### src/rtl/rv_write_pkg.sv
// Shared types for the in-order writeback queue: result selects, load funct3
// codes, per-entry state and the queue entry layout.
package rv_write_pkg;

  localparam int XLEN_MAX = 64;

  typedef enum logic [1:0] {
    RES_ALU    = 2'd0,
    RES_MEMORY = 2'd1,
    RES_PC_P4  = 2'd2
  } res_src_e;

  localparam logic [2:0] F3_LB  = 3'b000;
  localparam logic [2:0] F3_LH  = 3'b001;
  localparam logic [2:0] F3_LW  = 3'b010;
  localparam logic [2:0] F3_LD  = 3'b011;
  localparam logic [2:0] F3_LBU = 3'b100;
  localparam logic [2:0] F3_LHU = 3'b101;
  localparam logic [2:0] F3_LWU = 3'b110;

  typedef enum logic [1:0] {
    ST_EMPTY = 2'd0,
    ST_WAIT  = 2'd1,
    ST_DONE  = 2'd2
  } entry_state_e;

  // Data is held at the widest supported XLEN; narrower builds use the low bits.
  typedef struct packed {
    entry_state_e          state;
    logic                  reg_write;
    logic [4:0]            rd;
    logic [2:0]            funct3;
    logic [2:0]            offset;
    logic [XLEN_MAX-1:0]   data;
  } entry_t;

endpackage

### src/rtl/rv_write_queue_align.sv
// rv_load_align: selects the addressed byte/half/word(/dword) from a raw
// aligned load word and applies sign or zero extension.
module rv_load_align
  import rv_write_pkg::*;
#(
  parameter int XLEN = 32
) (
  input  logic [2:0]      funct3,
  input  logic [2:0]      offset,
  input  logic [XLEN-1:0] rdata,
  output logic [XLEN-1:0] data
);

  logic [XLEN-1:0] shifted;

  // Offset bit 2 is always zero on 32-bit builds, so one shifter serves both widths.
  assign shifted = rdata >> {offset, 3'b000};

  always_comb begin
    data = '0;
    case (funct3)
      F3_LB:   data = XLEN'($signed(shifted[7:0]));
      F3_LH:   data = XLEN'($signed(shifted[15:0]));
      F3_LW:   data = XLEN'($signed(shifted[31:0]));
      F3_LBU:  data = XLEN'(shifted[7:0]);
      F3_LHU:  data = XLEN'(shifted[15:0]);
      F3_LD:   if (XLEN == 64) data = shifted;
      F3_LWU:  if (XLEN == 64) data = XLEN'(shifted[31:0]);
      default: data = '0;
    endcase
  end

endmodule

### src/rtl/rv_write_queue.sv
// Writeback stage with an in-order retire queue and decoupled load returns.
// Define RV_WRITE_BYPASS_EN to retire a load at the head on its response edge.
module rv_write_queue
  import rv_write_pkg::*;
#(
  parameter int XLEN  = 32,
  parameter int DEPTH = 4
) (
  input  logic                       i_clk,
  input  logic                       i_reset,
  input  logic                       i_valid,
  output logic                       o_ready,
  input  logic [XLEN-1:0]            i_alu_result,
  input  logic                       i_reg_write,
  input  logic [4:0]                 i_rd,
  input  logic [1:0]                 i_res_src,
  input  logic [XLEN-3:0]            i_pc_p4,
  input  logic [2:0]                 i_funct3,
  input  logic                       i_mem_rvalid,
  input  logic [XLEN-1:0]            i_mem_rdata,
  output logic [XLEN-1:0]            o_data,
  output logic [4:0]                 o_rd,
  output logic                       o_reg_write,
  output logic [$clog2(DEPTH):0]     o_count,
  output logic                       o_err
);

  localparam int PW = $clog2(DEPTH);
  localparam int CW = PW + 1;

  entry_t          q [DEPTH];
  entry_t          new_entry;
  logic [PW:0]     wr_ptr, rd_ptr;
  logic [PW-1:0]   wr_idx, head_idx, resp_idx;
  logic [CW-1:0]   count, count_next;
  logic            ready_q, err_q;
  logic            accept, resp_hit, resp_match, bypass, retire;
  logic [XLEN-1:0] aligned, accept_data;

  assign wr_idx     = wr_ptr[PW-1:0];
  assign head_idx   = rd_ptr[PW-1:0];
  assign count      = wr_ptr - rd_ptr;
  assign accept     = i_valid && ready_q;
  assign resp_match = i_mem_rvalid && resp_hit;

  // Responses arrive in order, so they always belong to the oldest waiting load.
  always_comb begin
    resp_hit = 1'b0;
    resp_idx = head_idx;
    for (int i = DEPTH - 1; i >= 0; i--) begin
      if (q[head_idx + PW'(i)].state == ST_WAIT) begin
        resp_hit = 1'b1;
        resp_idx = head_idx + PW'(i);
      end
    end
  end

  rv_load_align #(.XLEN(XLEN)) u_align (
    .funct3 (q[resp_idx].funct3),
    .offset (q[resp_idx].offset),
    .rdata  (i_mem_rdata),
    .data   (aligned)
  );

`ifdef RV_WRITE_BYPASS_EN
  assign bypass = resp_match && (resp_idx == head_idx);
`else
  assign bypass = 1'b0;
`endif

  assign retire     = (q[head_idx].state == ST_DONE) || bypass;
  assign count_next = count + CW'(accept) - CW'(retire);

  always_comb begin
    accept_data = '0;
    case (i_res_src)
      RES_ALU:   accept_data = i_alu_result;
      RES_PC_P4: accept_data = {i_pc_p4, 2'b00};
      default:   accept_data = '0;
    endcase
    new_entry           = '0;
    new_entry.state     = (i_res_src == RES_MEMORY) ? ST_WAIT : ST_DONE;
    new_entry.reg_write = i_reg_write;
    new_entry.rd        = i_rd;
    new_entry.funct3    = i_funct3;
    new_entry.offset    = (XLEN == 64) ? i_alu_result[2:0] : {1'b0, i_alu_result[1:0]};
    new_entry.data      = XLEN_MAX'(accept_data);
  end

  // Accept, response and retire always touch distinct slots in the same cycle.
  always_ff @(posedge i_clk or posedge i_reset) begin
    if (i_reset) begin
      for (int i = 0; i < DEPTH; i++) q[i] <= '0;
    end else begin
      if (accept) q[wr_idx] <= new_entry;
      if (resp_match && !bypass) begin
        q[resp_idx].state <= ST_DONE;
        q[resp_idx].data  <= XLEN_MAX'(aligned);
      end
      if (retire) q[head_idx].state <= ST_EMPTY;
    end
  end

  always_ff @(posedge i_clk or posedge i_reset) begin
    if (i_reset) begin
      wr_ptr      <= '0;
      rd_ptr      <= '0;
      ready_q     <= 1'b0;
      err_q       <= 1'b0;
      o_reg_write <= 1'b0;
      o_rd        <= '0;
      o_data      <= '0;
    end else begin
      if (accept) wr_ptr <= wr_ptr + 1'b1;
      if (retire) rd_ptr <= rd_ptr + 1'b1;
      ready_q     <= (count_next != CW'(DEPTH));
      if (i_mem_rvalid && !resp_hit) err_q <= 1'b1;
      o_reg_write <= retire && q[head_idx].reg_write && (q[head_idx].rd != 5'd0);
      if (retire) begin
        o_rd   <= q[head_idx].rd;
        o_data <= bypass ? aligned : q[head_idx].data[XLEN-1:0];
      end
    end
  end

  assign o_ready = ready_q;
  assign o_count = count;
  assign o_err   = err_q;

endmodule
### config.mk
export PLATFORM = sky130hd
export DESIGN_NAME = rv_write_queue
export DESIGN_NICKNAME = d
export VERILOG_FILES = /design/src/rtl/rv_write_pkg.sv /design/src/rtl/rv_write_queue_align.sv /design/src/rtl/rv_write_queue.sv
export SDC_FILE = /design/constraint.sdc
export NUM_CORES = 1
export LEC_CHECK = 0
export ABC_AREA = 1
export ABC_CLOCK_PERIOD_IN_PS = 9500
export CAP_MARGIN = 10
export CORE_MARGIN = 2
export CORE_UTILIZATION = 57
export CTS_CLUSTER_SIZE = 12
export DETAILED_ROUTE_END_ITERATION = 10
export PLACE_DENSITY = 0.83
export RECOVER_POWER = 50
export SETUP_SLACK_MARGIN = 0.2
export SLEW_MARGIN = 0
export SYNTH_ARGS = -nofsm -noshare
export SYNTH_HDL_FRONTEND = slang
export SYNTH_SLANG_ARGS = --single-unit
### constraint.sdc
create_clock -name i_clk -period 9.5 [get_ports i_clk]
set_input_delay 0.95 -clock i_clk [delete_from_list [all_inputs] [get_ports i_clk]]
set_output_delay 0.95 -clock i_clk [all_outputs]
set_load 0.05 [all_outputs]
==> results.md, run 1 <==
- Largest area contributor in the netlist: dfrtp_1
- Clock Sinks: 230
- Total number of vias: 13000
- Initial Util: 58.3%
- Tmin final: 6700 ps
- Bufs and invs on worst path: 3
- Synthesized area: 13300 sq um
- Final WS setup: 2800 ps
- Cell row count: 55
- Post-synth EDFFs: 0
- Synth Register Bits: 230
- Yosys cell types: 38
- Die area: 24500 sq um
- Tcrit/Tclk final: 70.6%
- Latest clock arrival within the worst-skew pair: 530 ps
- Hpwl dp: 25100 um
- Max layer used: met4
- Inst Count DP: 2162
- Total iterations of the first detailed-routing run: 6
- Post-Syn Instances: 1803
- M1 wire length: 16200 um
- Fin nets: 1998
- CTS clk-pin slew, worst paths: 60 ps
- Worst hold path class: reg2reg
- Routability congestion estimate: 0.933
- Crit path top cell by count: nand2_1
- Number of global-route vias before repair: 12500
- Met2 WL: 18100 um
- Crit path launch type: flip-flop
- RSZ-0062 raised after global routing: no
- Most frequent cell after synthesis: nand2_1
- Fin Clk Skew: 21.7 ps
- Cts hold-fix bufs: 0
- Commonest cells in the synthesized netlist: 621 x nand2_1, 230 x dfrtp_1, 177 x o21ai_0, 153 x nor2_1, 114 x inv_1
- Setup slack, reg-to-reg: 2800 ps
- Diodes inserted: 0
- IO Pins: 152
- Num CTS Buffers: 25
- Setup bufs post-CTS: 0
- CP Cell Sequence: inv_1, nand2_1, nand2_1, nand2_1, nand2_1, nor2_1, clkbuf_1, inv_1, nor2_1, nor3_1
- First-pass GRT wire length: 63300 um
- WL final: 39400 um
- Setup TNS: 0 ps
- Mean number of vias per cell: 5.88
- Chip width: 157 um
- Seq/Total Area, Yosys: 43.3%
- Worst Tran Pin Value: 6470 ps
- Post-synth top area share: 43.3%
- Violated checks: max-capacitance violations, max-slew violations
- Synth Warn #: 0
- Crit path max-delay family: buffers and inverters
- Synth top area cells: dfrtp_1 43%, nand2_1 18%, o21ai_0 6.7%, o211ai_1 6.3%, nor2_1 4.3%
- Die extent in y: 157 um
- Outcome: finished with violations
- Util after Layout: 68.1%
- Port buffer count: 151
- WP data required: 9900 ps
- CTS H-Tree Depth: 1
- GRT Residual Overflow: 0
- # DRC: 0
- Initial antenna violation count: 0
- 1st-iter DRT viols: 1246
- CP arrival: 7100 ps
- Layout Cells excl Fill: 2205
- CP peak stage delay: 2490 ps
- Final setup violating endpoints: 0
- Core Area: 22800 sq um
- Worst slack at placement: 4570 ps
- FILL cells: 1867
- CTS Buffer Depth: 3
- Ys async rst share: 100%
- Fmax achieved: 0.149 GHz
- Fin. max-slew vios: 314
- Syn_area_per_cell: 7.36 sq um
- Layout cell share with drive strength beyond 1: 5.81%
- CP max stage cell: clkbuf_1
- Primary FF master, synth: dfrtp_1
- Resized Gates After CTS: 0
- Post-DRT Antenna Nets: 0
- Total Routing Usage GR: 32.4%
- CP Class: reg2reg
- Number of max-cap violations: 4
- Area Overhead vs Synth: 16.9%
- CP endpoint kind: flip-flop
- CP Max Fanout: 72
- Hold Vio Cnt, Final: 0
- Synthesized Nets: 1925
- Max_slew headroom: -334%
- Met3 wire length: 4140 um
- Root Buffer Master: clkbuf_16
- Largest net degree at the start of global routing: 148
- CTS tree: done
- WL per Instance: 17.9 um
## path summary, 6_finish.rpt
kind	cells after the start	start	endpoint
worst max-delay path	10	rd_ptr[0]$_DFFE_PP0P_	q[154]$_DFF_PP0_
worst min-delay path	1	o_err$_DFFE_PP0P_	o_err$_DFFE_PP0P_
worst max register to register	10	rd_ptr[0]$_DFFE_PP0P_	q[154]$_DFF_PP0_
worst min register to register	1	o_err$_DFFE_PP0P_	o_err$_DFFE_PP0P_
max in group asynchronous	3	i_reset	q[84]$_DFF_PP0_
min in group asynchronous	2	i_reset	q[165]$_DFF_PP0_
## cell families (layout without fill, tap and decap cells)
kind of cell	after synthesis	count (layout)	synth area share, %
and+or+nand+nor	938	938	30.2
xor gates and xnor gates	8	8	0.528
AOI/OAI and AO/OA	374	374	17.0
DFF	230	230	43.3
adders and majority gates	13	13	1.34
buffers and inverters	240	329	7.53
## stage by stage
step | hold slack (ps) | area, sq um
floorplan | 436 | 13300
detailed placement | 448 | 14800
finish | 452 | 15500
global placement | 439 | 14800
CTS | 460 | 15500
global route | 475 | 15500
## worst reg2reg max path, stage by stage (launching register included)
cell and delay, ps:
dfrtp_1 1110, inv_1 730, nand2_1 200, nand2_1 80
nand2_1 70, nand2_1 150, nor2_1 250, clkbuf_1 2490
inv_1 890, nor2_1 490, nor3_1 110
## metal layers
metal / GRT usage, % / vias to the layer above
li1: - / 6056
met1: 43.2 / 6114
met2: 52.4 / 697
met3: 7.73 / 105
met4: 10.8 / 0
met5: 0 / -
## cell usage in the layout, fill, tap and decap left out, types with 2 or more instances in the layout
cell type,synthesis,routed
a21boi_0,3,3
o21ai_1,8,8
nor2_4,5,5
clkbuf_16,0,25
nand2_1,621,622
nand3_1,106,106
nor2_2,6,7
xnor2_1,2,2
a21oi_1,31,31
dfrtp_1,230,230
a21oi_4,3,3
o211ai_1,112,112
ha_1,11,11
clkinv_2,0,4
nand2_2,15,14
o21ai_0,177,177
fa_1,2,2
nor2_1,153,152
inv_1,114,112
clkinv_1,1,2
clkdlybuf4s50_1,0,109
nand2_4,4,4
nand3_4,12,12
clkbuf_1,85,8
buf_4,4,14
nand3_2,9,9
xor2_1,6,6
clkbuf_8,0,8
dlygate4sd3_1,0,42
inv_2,4,4
a32o_1,5,5
nand4_1,3,3
a31oi_1,33,33
## layout make-up
cell class                      count  area (sq um)  area share (%)
Multi-Input combinational cell   1333          6520            42.0
Sequential cell                   230          5760            37.1
Timing Repair Buffer              167          1620            10.5
Clock buffer                       39           758            4.89
Inverter                          119           448            2.89
Tap cell                          313           392            2.52
Clock inverter                      4          20.0           0.129
Power of run 1 is left out: the tool's default activity adds up to more than one toggle a clock period on the data nets, which glitch-free logic cannot reach.
==> run 2: changes to the inputs <==
ABC_CLOCK_PERIOD_IN_PS = 6350   (was 9500)
clock period = 6.35 ns   (was 9.5 ns; I/O delays follow)
==> results.md, run 2 (synthesis gave the netlist of run 1 again) <==
- Outcome: finished with violations
- Violated checks: max-capacitance violations, max-slew violations
- Total number of vias: 13100 (+1.3%)
- WP data required: 6750 ps (-3150 ps)
- Fmax achieved: 0.203 GHz (+36%)
- Clock Sinks: 230 (unchanged)
- CTS clk-pin slew, worst paths: 60 ps (about the same)
- Met1 GRT Util: 44.7% (+1.5 points)
- Cts hold-fix bufs: 0 (unchanged)
- Number of global-route vias before repair: 12400 (-0.52%)
- Tcrit/Tclk final: 77.5% (+6.9 points)
- Resized Gates After CTS: 0 (unchanged)
- Crit path launch type: flip-flop
- Worst hold path class: reg2reg
- CP Max Fanout: 28 (-61%)
- Fin nets: 2001 (+0.15%)
- Layout cell share with drive strength beyond 1: 5.96% (+0.15 points)
- CP arrival: 5320 ps (-1780 ps)
- CTS tree: done
- Mean number of vias per cell: 5.95 (+1.2%)
- Port buffer count: 151 (unchanged)
- Hold Vio Cnt, Final: 0 (unchanged)
- Die extent in y: 157 um (unchanged)
- Area Overhead vs Synth: 17.3%
- Crit path to: q[19]$_DFF_PP0_
- R2R Path Start: rd_ptr[0]$_DFFE_PP0P_
- Bufs and invs on worst path: 2 (-1)
- Diodes inserted: 0 (unchanged)
- CP endpoint kind: flip-flop
- FILL cells: 1803 (-3.4%)
- Most frequent cells in the layout: 621 x nand2_1, 230 x dfrtp_1, 177 x o21ai_0
- WL per Instance: 18.0 um (+0.72%)
- Crit path top cell by count: nand2_1
- Fin Clk Skew: 13.5 ps (-8.13 ps)
- Die area: 24500 sq um (unchanged)
- Total Routing Usage GR: 32.4% (about the same)
- Root Buffer Master: clkbuf_16
- WP depth: 18 (+8)
- Post-DRT Antenna Nets: 0 (unchanged)
- CP peak stage delay: 890 ps (-1600 ps)
- Most common cell after layout, fill and taps aside: nand2_1
- Fin Hold WS: 472 ps (+19.8 ps)
- First-pass GRT wire length: 63400 um (about the same)
- CP Class: reg2reg
- Setup TNS: 0 ps (unchanged)
- Largest net degree at the start of global routing: 194 (+31%)
- Setup bufs post-CTS: 0 (unchanged)
- # DRC: 0 (unchanged)
- IO Pins: 152 (unchanged)
- Final setup violating endpoints: 0 (unchanged)
- Most crowded layer after global routing: met2
- R2R depth: 18 (+8)
- Initial Util: 58.3% (unchanged)
- Worst Tran Pin Value: 3090 ps (-3380 ps)
- Latest clock arrival within the worst-skew pair: 530 ps (about the same)
- Tmin final: 4920 ps (-1780 ps)
- CTS Buffer Depth: 3 (unchanged)
- CTS H-Tree Depth: 1 (unchanged)
- R2r endpoint: q[19]$_DFF_PP0_
- WL final: 39800 um (+0.86%)
- Number of max-cap violations: 3 (-1)
- Chip width: 157 um (unchanged)
- RSZ-0062 raised after global routing: no
- Crit path max-delay family: simple AND/OR/NAND/NOR gates
- Fin. max-slew vios: 300 (-4.5%)
- CP Cell Sequence: inv_2, ha_1, inv_1, nand3_1, nand2_1, nand2_1, nand3_2, nand2_4, nand2_1, nand3_1, nand2_2, nand2_1, nand3_1, nand2_1, nand2_2, nand3_1, nand2_1, nand2_1
- CP max stage cell: dfrtp_1
- GRT Residual Overflow: 0 (unchanged)
- Num CTS Buffers: 25 (unchanged)
- Routability congestion estimate: 0.956 (+2.5%)
- Worst Setup SP: rd_ptr[0]$_DFFE_PP0P_
- Max_slew headroom: -106% (+230 points)
- 1st-iter DRT viols: 1493 (+20%)
- Hpwl dp: 24800 um (-1.5%)
- Setup slack, reg-to-reg: 1430 ps (-1370 ps)
- Cell row count: 55 (unchanged)
- Core Area: 22800 sq um (unchanged)
- Met3 usage: 5.21% (-2.5 points)
- Initial antenna violation count: 0 (unchanged)
- Grt met2 use: 52.3% (-0.084 points)
- Total iterations of the first detailed-routing run: 6 (unchanged)
[run 2: cell count changes in the layout (fill, tap and decap cells not counted), moves of 2 or more]
cell             delta
bufinv_16           +2
dlygate4sd3_1       -4
clkdlybuf4s50_1     +4
clkbuf_8            -3
clkbuf_1            +2
buf_4               +2
[run 2: metrics by stage]
| step | instance area, sq um | setup slack (ps) | instances | util (%) |
|---|---|---|---|---|
| after CTS | 15600 | 1880 | 2208 | 68.5 |
| after global placement | 14800 | 2120 | 2165 | 65.0 |
| after floorplan | 13300 | 2710 | 1803 | - |
| after detailed placement | 14800 | 1920 | 2165 | 65.0 |
| after global routing | 15600 | 1050 | 2208 | 68.4 |
| final | 15600 | 1430 | 2208 | 68.4 |
[run 2: metal layers]
| metal | vias to the layer above | routed length (um) |
|---|---|---|
| met1 | 6174 | 16100 |
| met2 | 799 | 18100 |
| met5 | - | 0 |
| li1 | 6061 | - |
| met3 | 111 | 4480 |
| met4 | 0 | 1170 |
[run 2: cell type report]
cell class	instances	area, sq um	area share [%]
well taps	313	392	2.51
repair buffers	170	1650	10.6
inverters	119	448	2.88
flip-flops and latches	230	5760	37.0
multi-input cells	1333	6530	42.0
clock buffers	38	724	4.65
clock inverters	5	75.1	0.482
[run 2: how the worst min path moves through the flow]
stage	startpoint	endpoint	slack, ps	cells after the start
2_1_floorplan	flip-flop	flip-flop	440	2
3_3_place_gp	o_err$_DFFE_PP0P_	o_err$_DFFE_PP0P_	440	1
3_5_place_dp	flip-flop	flip-flop	450	2
4_1_cts	flip-flop	flip-flop	470	2
5_1_grt	o_err$_DFFE_PP0P_	o_err$_DFFE_PP0P_	490	1
6_report	o_err$_DFFE_PP0P_	o_err$_DFFE_PP0P_	470	1
Power of run 2 is left out for the same reason.
==> run 3: changes to the inputs <==
ABC_CLOCK_PERIOD_IN_PS = 4330   (was 6350)
CORE_UTILIZATION = 52   (was 57)
PLACE_DENSITY = 0.8   (was 0.83)
clock period = 4.33 ns   (was 6.35 ns; I/O delays follow)
==> results.md, run 3 (synthesis gave the netlist of run 1 again) <==
- Register area: 5760 sq um (about the same)
- CTS tree: done
- Crit path max-delay family: simple AND/OR/NAND/NOR gates
- Area occupied by multi-input gates: 6540 sq um (+0.15%)
- CTS H-Tree Depth: 1 (unchanged)
- Tmin final: 3800 ps (-1120 ps)
- Crit path top cell by count: nand2_1
- Die area: 26800 sq um (+9.4%)
- Fmax achieved: 0.263 GHz (+29%)
- Die extent in y: 164 um (+4.6%)
- Largest net degree at the start of global routing: 109 (-44%)
- CP arrival: 4260 ps (-1060 ps)
- Most common cell after layout, fill and taps aside: nand2_1
- Hpwl dp: 25800 um (+4.0%)
- CP endpoint kind: flip-flop
- Latest clock arrival within the worst-skew pair: 530 ps (about the same)
- WL final: 40200 um (+1.1%)
- Mean number of vias per cell: 5.80 (-2.6%)
- Outcome: finished with violations
- Routability congestion estimate: 0.927 (-3.1%)
- Total iterations of the first detailed-routing run: 6 (unchanged)
- CP max stage cell: dfrtp_2
- Initial Util: 52.9% (-5.4 points)
- Final setup violating endpoints: 0 (unchanged)
- First-pass GRT wire length: 64800 um (+2.3%)
- Hold Vio Cnt, Final: 0 (unchanged)
- Port buffer count: 151 (unchanged)
- Worst Tran Pin Value: 1590 ps (-1500 ps)
- CTS Buffer Depth: 3 (unchanged)
- Bufs and invs on worst path: 2 (unchanged)
- Max_slew headroom: -6.30% (+100 points)
- Inst Count DP: 2195 (+1.4%)
- Fin nets: 2014 (+0.65%)
- # DRC: 0 (unchanged)
- CP Max Fanout: 30 (+7.1%)
- Layout Cells excl Fill: 2238 (+1.4%)
- RSZ-0062 raised after global routing: no
- Cell row count: 58 (+5.5%)
- CTS clk-pin slew, worst paths: 60 ps (about the same)
- Violated checks: max-capacitance violations, max-slew violations
- WL per Instance: 18.0 um (-0.22%)
- Fin Clk Skew: 11.3 ps (-2.20 ps)
- IO Pins: 152 (unchanged)
- Root Buffer Master: clkbuf_16
- Initial antenna violation count: 1 (+1)
- Diodes inserted: 0 (unchanged)
- Layout cell share with drive strength beyond 1: 6.81% (+0.85 points)
- WP data required: 4790 ps (-1960 ps)
- Worst hold path class: reg2reg
- CP Cell Sequence: buf_4, nand2_1, nand3_2, nand2_2, a21oi_4, nand3_2, nand2_4, nor2_2, nand2_1, nand2_1, nor2_4, nand3_1, nand2_1, nand2_2, buf_12, nand3_1, nand2_1, nand2_1
- Crit path launch type: flip-flop
- Total number of vias: 13000 (-1.3%)
- CP Class: reg2reg
- Most frequent cells in the layout: 619 x nand2_1, 229 x dfrtp_1, 176 x o21ai_0
- Total Routing Usage GR: 30.2% (-2.2 points)
- Util after Layout: 62.7% (-5.7 points)
- Fin. max-slew vios: 101 (-66%)
- Number of global-route vias before repair: 12600 (+1.2%)
- Cts hold-fix bufs: 0 (unchanged)
- 1st-iter DRT viols: 1320 (-12%)
- Number of max-cap violations: 2 (-1)
- CP peak stage delay: 600 ps (-290 ps)
- Clock Sinks: 230 (unchanged)
- Fin Hold WS: 456 ps (-16.2 ps)
- Num CTS Buffers: 25 (unchanged)
- Area Overhead vs Synth: 18.5%
- GRT Residual Overflow: 0 (unchanged)
- Core Area: 25100 sq um (+10%)
- Chip width: 164 um (+4.6%)
- FILL cells: 2205 (+22%)
- Setup TNS: 0 ps (unchanged)
- Post-DRT Antenna Nets: 0 (unchanged)
- Tcrit/Tclk final: 87.8% (+10 points)
-- run 3: final timing paths --
| check | start | slack, ps | depth (start not counted) | endpoint |
|---|---|---|---|---|
| worst max register to register | rd_ptr[0]$_DFFE_PP0P_ | 530 | 18 | q[253]$_DFF_PP0_ |
| max in group asynchronous | i_reset | 1400 | 3 | q[16]$_DFF_PP0_ |
| worst max-delay path | rd_ptr[0]$_DFFE_PP0P_ | 530 | 18 | q[253]$_DFF_PP0_ |
| worst min register to register | o_err$_DFFE_PP0P_ | 460 | 1 | o_err$_DFFE_PP0P_ |
| worst min-delay path | o_err$_DFFE_PP0P_ | 460 | 1 | o_err$_DFFE_PP0P_ |
| min in group asynchronous | i_reset | 740 | 2 | o_ready$_DFF_PP0_ |
-- run 3: stage by stage --
| step | worst slack, ps | area [sq um] |
|---|---|---|
| after detailed placement | 519 | 15000 |
| after global placement | 607 | 15000 |
| after floorplan | 889 | 13300 |
| final | 527 | 15700 |
| after CTS | 484 | 15800 |
| after global routing | 192 | 15700 |
-- run 3: layout make-up --
| class | instances | share of cell area, % |
|---|---|---|
| Clock inverter | 6 | 0.533 |
| Tap cell | 330 | 2.62 |
| Clock buffer | 37 | 4.64 |
| Sequential cell | 230 | 36.6 |
| Timing Repair Buffer | 183 | 11.2 |
| Multi-Input combinational cell | 1333 | 41.6 |
| Inverter | 119 | 2.87 |
-- run 3: repair_timing --
action / 4_1_cts / 5_1_grt
endpoints found under the hold margin: 0 / 0
setup endpoints to repair: 0 / 48
resized for setup: 0 / 4
buffers inserted: 0 / 0
-- run 3: layer usage --
layer | global-route usage, % | up-vias | share of wire (%)
met5 | 0 | - | 0.032
met4 | 9.89 | 2 | 2.2
met3 | 5.35 | 89 | 11
met2 | 48.4 | 675 | 46
met1 | 41.8 | 6117 | 41
li1 | - | 6095 | -
Power of run 3 is left out for the same reason.
